File: src/rtl/mem_access_stage_pkg.sv
// Shared LC-3b types for the MEM stage: word/register widths, memory-op encoding
// and small op-classification helpers.
package mem_access_stage_pkg;

  typedef logic [15:0] lc3b_word;
  typedef logic [2:0]  lc3b_reg;

  typedef enum logic [2:0] {
    MOP_NONE,
    MOP_LDR,
    MOP_LDB,
    MOP_STR,
    MOP_STB,
    MOP_LDI,
    MOP_STI
  } lc3b_memop;

  localparam logic [1:0] BYTE_EN_WORD = 2'b11;

  function automatic logic is_indirect(input lc3b_memop op);
    return (op == MOP_LDI) || (op == MOP_STI);
  endfunction

  function automatic logic is_store(input lc3b_memop op);
    return (op == MOP_STR) || (op == MOP_STB) || (op == MOP_STI);
  endfunction

endpackage

File: src/rtl/mem_access_stage_byte_align.sv
// Byte-lane steering for the MEM stage: byte enables and replicated store data for
// STB, sign-extended byte extraction for LDB; word ops pass data through unchanged.
module mem_byte_align
  import mem_access_stage_pkg::*;
(
  input  lc3b_memop  op,
  input  logic       addr_lsb,
  input  lc3b_word   store_data,
  input  lc3b_word   rdata,
  output logic [1:0] byte_en,
  output lc3b_word   wdata,
  output lc3b_word   load_data
);

  logic [7:0] sel_byte;

  always_comb begin
    sel_byte  = addr_lsb ? rdata[15:8] : rdata[7:0];
    byte_en   = BYTE_EN_WORD;
    wdata     = store_data;
    load_data = rdata;
    if ((op == MOP_LDB) || (op == MOP_STB)) begin
      byte_en = addr_lsb ? 2'b10 : 2'b01;
    end
    if (op == MOP_STB) begin
      wdata = {2{store_data[7:0]}};
    end
    if (op == MOP_LDB) begin
      load_data = {{8{sel_byte[7]}}, sel_byte};
    end
  end

endmodule

File: src/rtl/mem_access_stage.sv
// LC-3b MEM stage: issues data-memory accesses (including two-step indirect LDI/STI),
// stalls upstream until the access completes, and registers the MEM/WB latch.
module mem_access_stage
  import mem_access_stage_pkg::*;
(
  input  logic       clk,
  input  logic       reset,
  input  logic       in_valid,
  input  lc3b_memop  mem_op,
  input  lc3b_word   addr_in,
  input  lc3b_word   alu_in,
  input  lc3b_word   store_data,
  input  lc3b_reg    dest_in,
  input  logic       regwrite_in,
  output logic       stall,
  output lc3b_word   dmem_address,
  output logic       dmem_read,
  output logic       dmem_write,
  output lc3b_word   dmem_wdata,
  output logic [1:0] dmem_byte_en,
  input  lc3b_word   dmem_rdata,
  input  logic       dmem_resp,
  output logic       wb_valid,
  output lc3b_word   wb_data,
  output lc3b_reg    wb_dest,
  output logic       wb_regwrite
);

  typedef enum logic {StFirst, StSecond} state_e;

  state_e     state_q;
  lc3b_word   ptr_q;
  logic       active, indirect, second, done, advance;
  logic [1:0] align_be;
  lc3b_word   align_wdata, load_data;

  mem_byte_align u_align (
    .op         (mem_op),
    .addr_lsb   (addr_in[0]),
    .store_data (store_data),
    .rdata      (dmem_rdata),
    .byte_en    (align_be),
    .wdata      (align_wdata),
    .load_data  (load_data)
  );

  always_comb begin
    active       = in_valid && (mem_op != MOP_NONE);
    indirect     = is_indirect(mem_op);
    second       = (state_q == StSecond);
    done         = active && dmem_resp && (second || !indirect);
    stall        = active && !done;
    advance      = in_valid && !stall;
    dmem_read    = 1'b0;
    dmem_write   = 1'b0;
    dmem_address = addr_in;
    dmem_byte_en = align_be;
    dmem_wdata   = align_wdata;
    // Requests are gated by reset so an abandoned access drops immediately.
    if (active && !reset) begin
      if (second) begin
        dmem_address = {ptr_q[15:1], 1'b0};
        dmem_byte_en = BYTE_EN_WORD;
        dmem_wdata   = store_data;
        dmem_read    = (mem_op == MOP_LDI);
        dmem_write   = (mem_op == MOP_STI);
      end else begin
        dmem_read  = (mem_op == MOP_LDR) || (mem_op == MOP_LDB) || indirect;
        dmem_write = (mem_op == MOP_STR) || (mem_op == MOP_STB);
        if ((mem_op != MOP_LDB) && (mem_op != MOP_STB)) begin
          dmem_address[0] = 1'b0;
          dmem_byte_en    = BYTE_EN_WORD;
        end
      end
    end
  end

  always_ff @(posedge clk or posedge reset) begin
    if (reset) begin
      state_q     <= StFirst;
      ptr_q       <= '0;
      wb_valid    <= 1'b0;
      wb_data     <= '0;
      wb_dest     <= '0;
      wb_regwrite <= 1'b0;
    end else begin
      if (active && dmem_resp && indirect && !second) begin
        ptr_q   <= dmem_rdata;
        state_q <= StSecond;
      end else if (done || !active) begin
        state_q <= StFirst;
      end
      wb_valid    <= advance;
      wb_regwrite <= advance && regwrite_in && !is_store(mem_op);
      if (advance) begin
        wb_dest <= dest_in;
        if (mem_op == MOP_NONE) begin
          wb_data <= alu_in;
        end else if (is_store(mem_op)) begin
          wb_data <= '0;
        end else begin
          wb_data <= load_data;
        end
      end
    end
  end

endmodule

File: config.mk
export PLATFORM = sky130hd
export DESIGN_NAME = mem_access_stage
export DESIGN_NICKNAME = d
export VERILOG_FILES = /design/src/rtl/mem_access_stage_pkg.sv /design/src/rtl/mem_access_stage_byte_align.sv /design/src/rtl/mem_access_stage.sv
export SDC_FILE = /design/constraint.sdc
export NUM_CORES = 1
export LEC_CHECK = 0
export CAP_MARGIN = 20
export CORE_ASPECT_RATIO = 1.1
export CORE_MARGIN = 2
export CORE_UTILIZATION = 39
export CTS_CLUSTER_SIZE = 25
export DETAILED_ROUTE_END_ITERATION = 6
export HOLD_SLACK_MARGIN = 0.05
export PLACE_DENSITY_LB_ADDON = 0.08
export REMOVE_ABC_BUFFERS = 1
export SYNTH_ARGS = -nofsm -noshare
export SYNTH_HDL_FRONTEND = slang
export SYNTH_SLANG_ARGS = --single-unit
export TNS_END_PERCENT = 5
File: constraint.sdc
create_clock -name clk -period 4.4 [get_ports clk]
set_input_delay 1.1 -clock clk [delete_from_list [all_inputs] [get_ports clk]]
set_output_delay 1.1 -clock clk [all_outputs]
set_load 0.01 [all_outputs]
# After elaboration in Yosys (flattened, before gate mapping)
# Cells that the tools add are included.
# W data, S select, Z words.
# word_totals
register_bits	38
latchBits	0
ram_bits	0
romBits	0
inputBits	75
output_inout_bits	58
wordCells	65
n_memories	0
# op_classes
add_sub_neg	0
mul	0
div	0
order_cmp	0
n_eq_ne	8
n_shift	0
n_mux	22
n_bitwise	0
reduce_logical	29
# ops
operator	count
$mux W16	7
$mux W15	1
$logic_and A1 B1 Y1	11
$mux W2	5
$eq A3 B3 Y1 const B	3
$logic_or A1 B1 Y1	8
$mux W1	8
$mux W8	1
$logic_not A1 Y1	7
$eq A3 B2 Y1 const B	2
$eq A3 B1 Y1 const B	1
$logic_not A3 Y1	1
$ne A3 B2 Y1 const B	1
$ne A3 B3 Y1 const B	1
$reduce_bool A3 Y1	1
$reduce_bool A2 Y1	1

# Logic depth before layout (Yosys ltp)
# logic_depth
word_depth	11
ltp_mapped	8
mapped_depth_nobuf	6

# Hierarchy
# A second synthesis with hierarchy kept.
# unflattened
hier_cells	236
area_unflattened_um2	2690.1
# modules_own_cells
module	n_inst	cells_per_inst	area_each_um2	seq_area_each_um2
mem_access_stage	1	186	2229.6	925.9
mem_byte_align	1	50	460.4	0.0

# Least setup slack after synthesis
# No wires, ideal clock.
# synth_timing
path_type	in2out
startpoint	input port reset
endpoint	output port dmem_address[10]
arrival_ns	2.876
required_time_ns	3.300
slack_ns	0.424
path_stages	4
path_buffers	1
path_cell_list	inv_1 nand4_4 buf_2 mux2_1
# synth_between
elab_chain_len	3
# synth_rtl
item	line	source
from (decl)	mem_access_stage.sv:7	input logic reset,
$logic_not A1 Y1 (no source line)	-	
$logic_and A1 B1 Y1	mem_access_stage.sv:60	if (active && !reset) begin
$mux W16	mem_access_stage.sv:60	
to (decl)	mem_access_stage.sv:16	output lc3b_word dmem_address,
# No other way between the ends.

# Worst setup path after layout
# layout_timing
startpoint	input port mem_op[0]
endpoint	output port dmem_address[9]
# layout_between
elab_chain_len	4
# layout_rtl
item	line	source
from (decl)	mem_access_stage.sv:9	input lc3b_memop mem_op,
$reduce_bool A3 Y1	mem_access_stage.sv:48	active = in_valid && (mem_op != MOP_NONE);
$logic_and A1 B1 Y1	mem_access_stage.sv:48	
$logic_and A1 B1 Y1	mem_access_stage.sv:60	
$mux W16	mem_access_stage.sv:60	
# No other way between the ends.

==> impl_metrics.env <==
export IMPL_yosys_cell_types_count=37
export IMPL_slew_headroom=0.591
export IMPL_grt_met2_usage=0.357
export IMPL_synth_seq_area_share=0.395
export IMPL_root_buffer="clkbuf_8"
export IMPL_synth_top_area_cell="dfrtp_1"
export IMPL_via_count=2019
export IMPL_drcViolationCount=0
export IMPL_leakage_nw=1.62
export IMPL_run_status="completed"
export IMPL_htreeDepth=2
export IMPL_dr_pass1_iters=4
export IMPL_layout_common_cells="132 x clkdlybuf4s50_1, 37 x dfrtp_1, 29 x nand2_1"
export IMPL_antennaDiodeCount=0
export IMPL_finalPower_w=0.00115
export IMPL_synth_top_cell_area_share=0.395
export IMPL_grt_overflow_total=0
export IMPL_setup_violations=0
export IMPL_ys_ff_latch=37
export IMPL_routabilityCongestion=0.784
export IMPL_arrival_ps=3190
export IMPL_rrSetupSlack_ps=2610
export IMPL_hpwl_mm=5.07
export IMPL_antenna_found_initial=0
export IMPL_synth_area_leaders="dfrtp_1 39%, mux2_2 13%, mux2_4 6.4%"
export IMPL_std_cell_rows=29
export IMPL_r2r_end="ptr_q[12]"
export IMPL_wire_per_inst_um=16.4
export IMPL_drv_slew=0
export IMPL_path_buf_inv=4
export IMPL_initial_core_util=0.404
export IMPL_path_max_fanout=6
export IMPL_area_growth_pct=62.9
export IMPL_max_cap_violations=0
export IMPL_grt_pass1_vias=2179
export IMPL_final_area_um2=3820
export IMPL_final_common_cell="clkdlybuf4s50_1"
export IMPL_powerDensity_nw_per_um2=301
export IMPL_cp_required_ps=3300
export IMPL_ant_nets=0
export IMPL_nets=412
export IMPL_grtUsageTotal=0.209
export IMPL_core_um2=5810
export IMPL_via_per_inst=4.91
export IMPL_crit_end="dmem_address[9]"
export IMPL_cp_common_cell="clkdlybuf4s50_1"
export IMPL_avgSynthCellArea_um2=11.6
export IMPL_final_util=0.658
export IMPL_die_y_um=85.3
export IMPL_critPathCaptureType="primary output"
export IMPL_grt_max_degree=38
export IMPL_r2r_cells=4
export IMPL_pin_count=133
export IMPL_met3_usage=0.0660
export IMPL_ir_drop_mv=0.207
export IMPL_ff_latch_area_um2=926
export IMPL_path_delay_family="buffers and inverters"
export IMPL_criticalPathCategory="input port to primary output"
export IMPL_crit_slowest_cell="clkdlybuf4s50_1"
export IMPL_fp_dieArea_um2=6650
export IMPL_worstReg2RegStart="second"
export IMPL_clock_path_buffers=2
export IMPL_drtIter0Drc=54
export IMPL_synth_edf_count=0
export IMPL_finClkSkew_ps=7.51
export IMPL_io_buffers=132
export IMPL_insertion_delay_ps=290
export IMPL_synthFlopType="dfrtp_1"
export IMPL_fmax_ghz=0.233
export IMPL_syn_instance_count=203
export IMPL_dieWidth_um=78.0
export IMPL_worst_pin_slew_ps=612
export IMPL_cts_tree="built"
export IMPL_netlist_area_um2=2350
export IMPL_crit_path_max_incr_delay_ps=510
export IMPL_ys_warn_count=0
export IMPL_clkTransAtPathRegs_ps=80
export IMPL_crit_chain="clkdlybuf4s50_1 > inv_1 > ha_1 > nand2b_2 > nand4_4 > buf_4 > mux2_1 > clkdlybuf4s50_1"
export IMPL_layout_min_cycle_time_ps=4290
export IMPL_worstHoldPathType="flop to flop"
export IMPL_cp_num_cells=8
export IMPL_layout_drive_gt1_share=0.192
export IMPL_numCtsBuffers=5
export IMPL_grt_pass1_wl_mm=10.8
export IMPL_startpoint_type="input port"
export IMPL_startpoint="mem_op[0]"
export IMPL_multi_input_area_um2=1280
export IMPL_busiest_layer="met2"
export IMPL_dpl_cell_area_um2=3700
export IMPL_n_fill_cell=479
export IMPL_drt_wl_total_mm=6.73
export IMPL_clock_sinks=37
export IMPL_finalCritPeriodShare=0.976
export IMPL_finalHoldViolations=0
export IMPL_grtUsageMet1=0.251
export IMPL_synth_async_reset_ratio=1.00
export IMPL_grt_setup_unrepaired="true"
==> registers in the layout, indices dropped and copies added (netlist names) <==
register / cells
wb_data: 16
ptr_q: 15
wb_dest: 3
second: 1
wb_regwrite: 1
wb_valid: 1
==> cell usage after synthesis (3+ instances only) <==
cell type	n
mux2_1	11
o32a_1	9
mux2_4	10
inv_1	3
o21a_1	10
dfrtp_1	37
ha_1	4
buf_2	5
o21ai_0	6
buf_4	10
mux2_2	27
mux2i_1	8
nand2_1	29
==> timing repair <==
action | CTS | global route
hold buffers | 0 | 0
setup buffers | 0 | 0
setup endpoints to repair | 0 | 3
resized for setup | 0 | 1
==> layer usage <==
metal | vias to the layer above | part of all wire
met1 | 941 | 0.41
met5 | - | 0
li1 | 980 | -
met2 | 88 | 0.49
met4 | 0 | 0.019
met3 | 10 | 0.080
==> worst min path at each step <==
stage	slack (ps)	cells after the start	to	startpoint
6_report	500	1	wb_dest[1]	wb_dest[1]
5_1_grt	510	1	wb_dest[0]	wb_dest[0]
4_1_cts	500	1	wb_dest[2]	wb_dest[2]
3_5_place_dp	480	1	wb_dest[0]	wb_dest[0]
3_3_place_gp	470	1	wb_dest[0]	wb_dest[0]
2_1_floorplan	470	1	ptr_q[10]	ptr_q[10]
==> metrics by stage <==
step	hold slack [ps]	cells	setup slack (ps)	setup TNS, ps
2_1_floorplan	473	185	305	0
3_3_place_gp	470	403	119	0
3_5_place_dp	479	403	93.9	0
4_1_cts	502	411	86.2	0
5_1_grt	513	411	-5.44	-5.44
6_report	498	411	107	0
==> final cells by class <==
cell class | count | share of cell area
Timing Repair Buffer | 141 | 0.364
Inverter | 3 | 0.00295
Tap cell | 77 | 0.0252
Clock buffer | 5 | 0.0180
Clock inverter | 3 | 0.0121
Sequential cell | 37 | 0.242
Multi-Input combinational cell | 145 | 0.335
==> report_power, final <==
part	internal [W]	switching, W
clock network	0.000170	0.000128
registers	0.000413	0.0000409
logic	0.000256	0.000141
total	0.000839	0.000310
==> cells by family (layout without fill, tap and decap cells) <==
| family | Yosys count | count (layout) | share of synthesized area |
|---|---|---|---|
| fa+ha+maj | 4 | 4 | 0.0213 |
| compound gates | 36 | 36 | 0.126 |
| simple gates | 49 | 49 | 0.118 |
| flops | 37 | 37 | 0.395 |
| buf+inv | 21 | 152 | 0.0592 |
| mux | 56 | 56 | 0.281 |
Power figures use the tool's default switching activity.
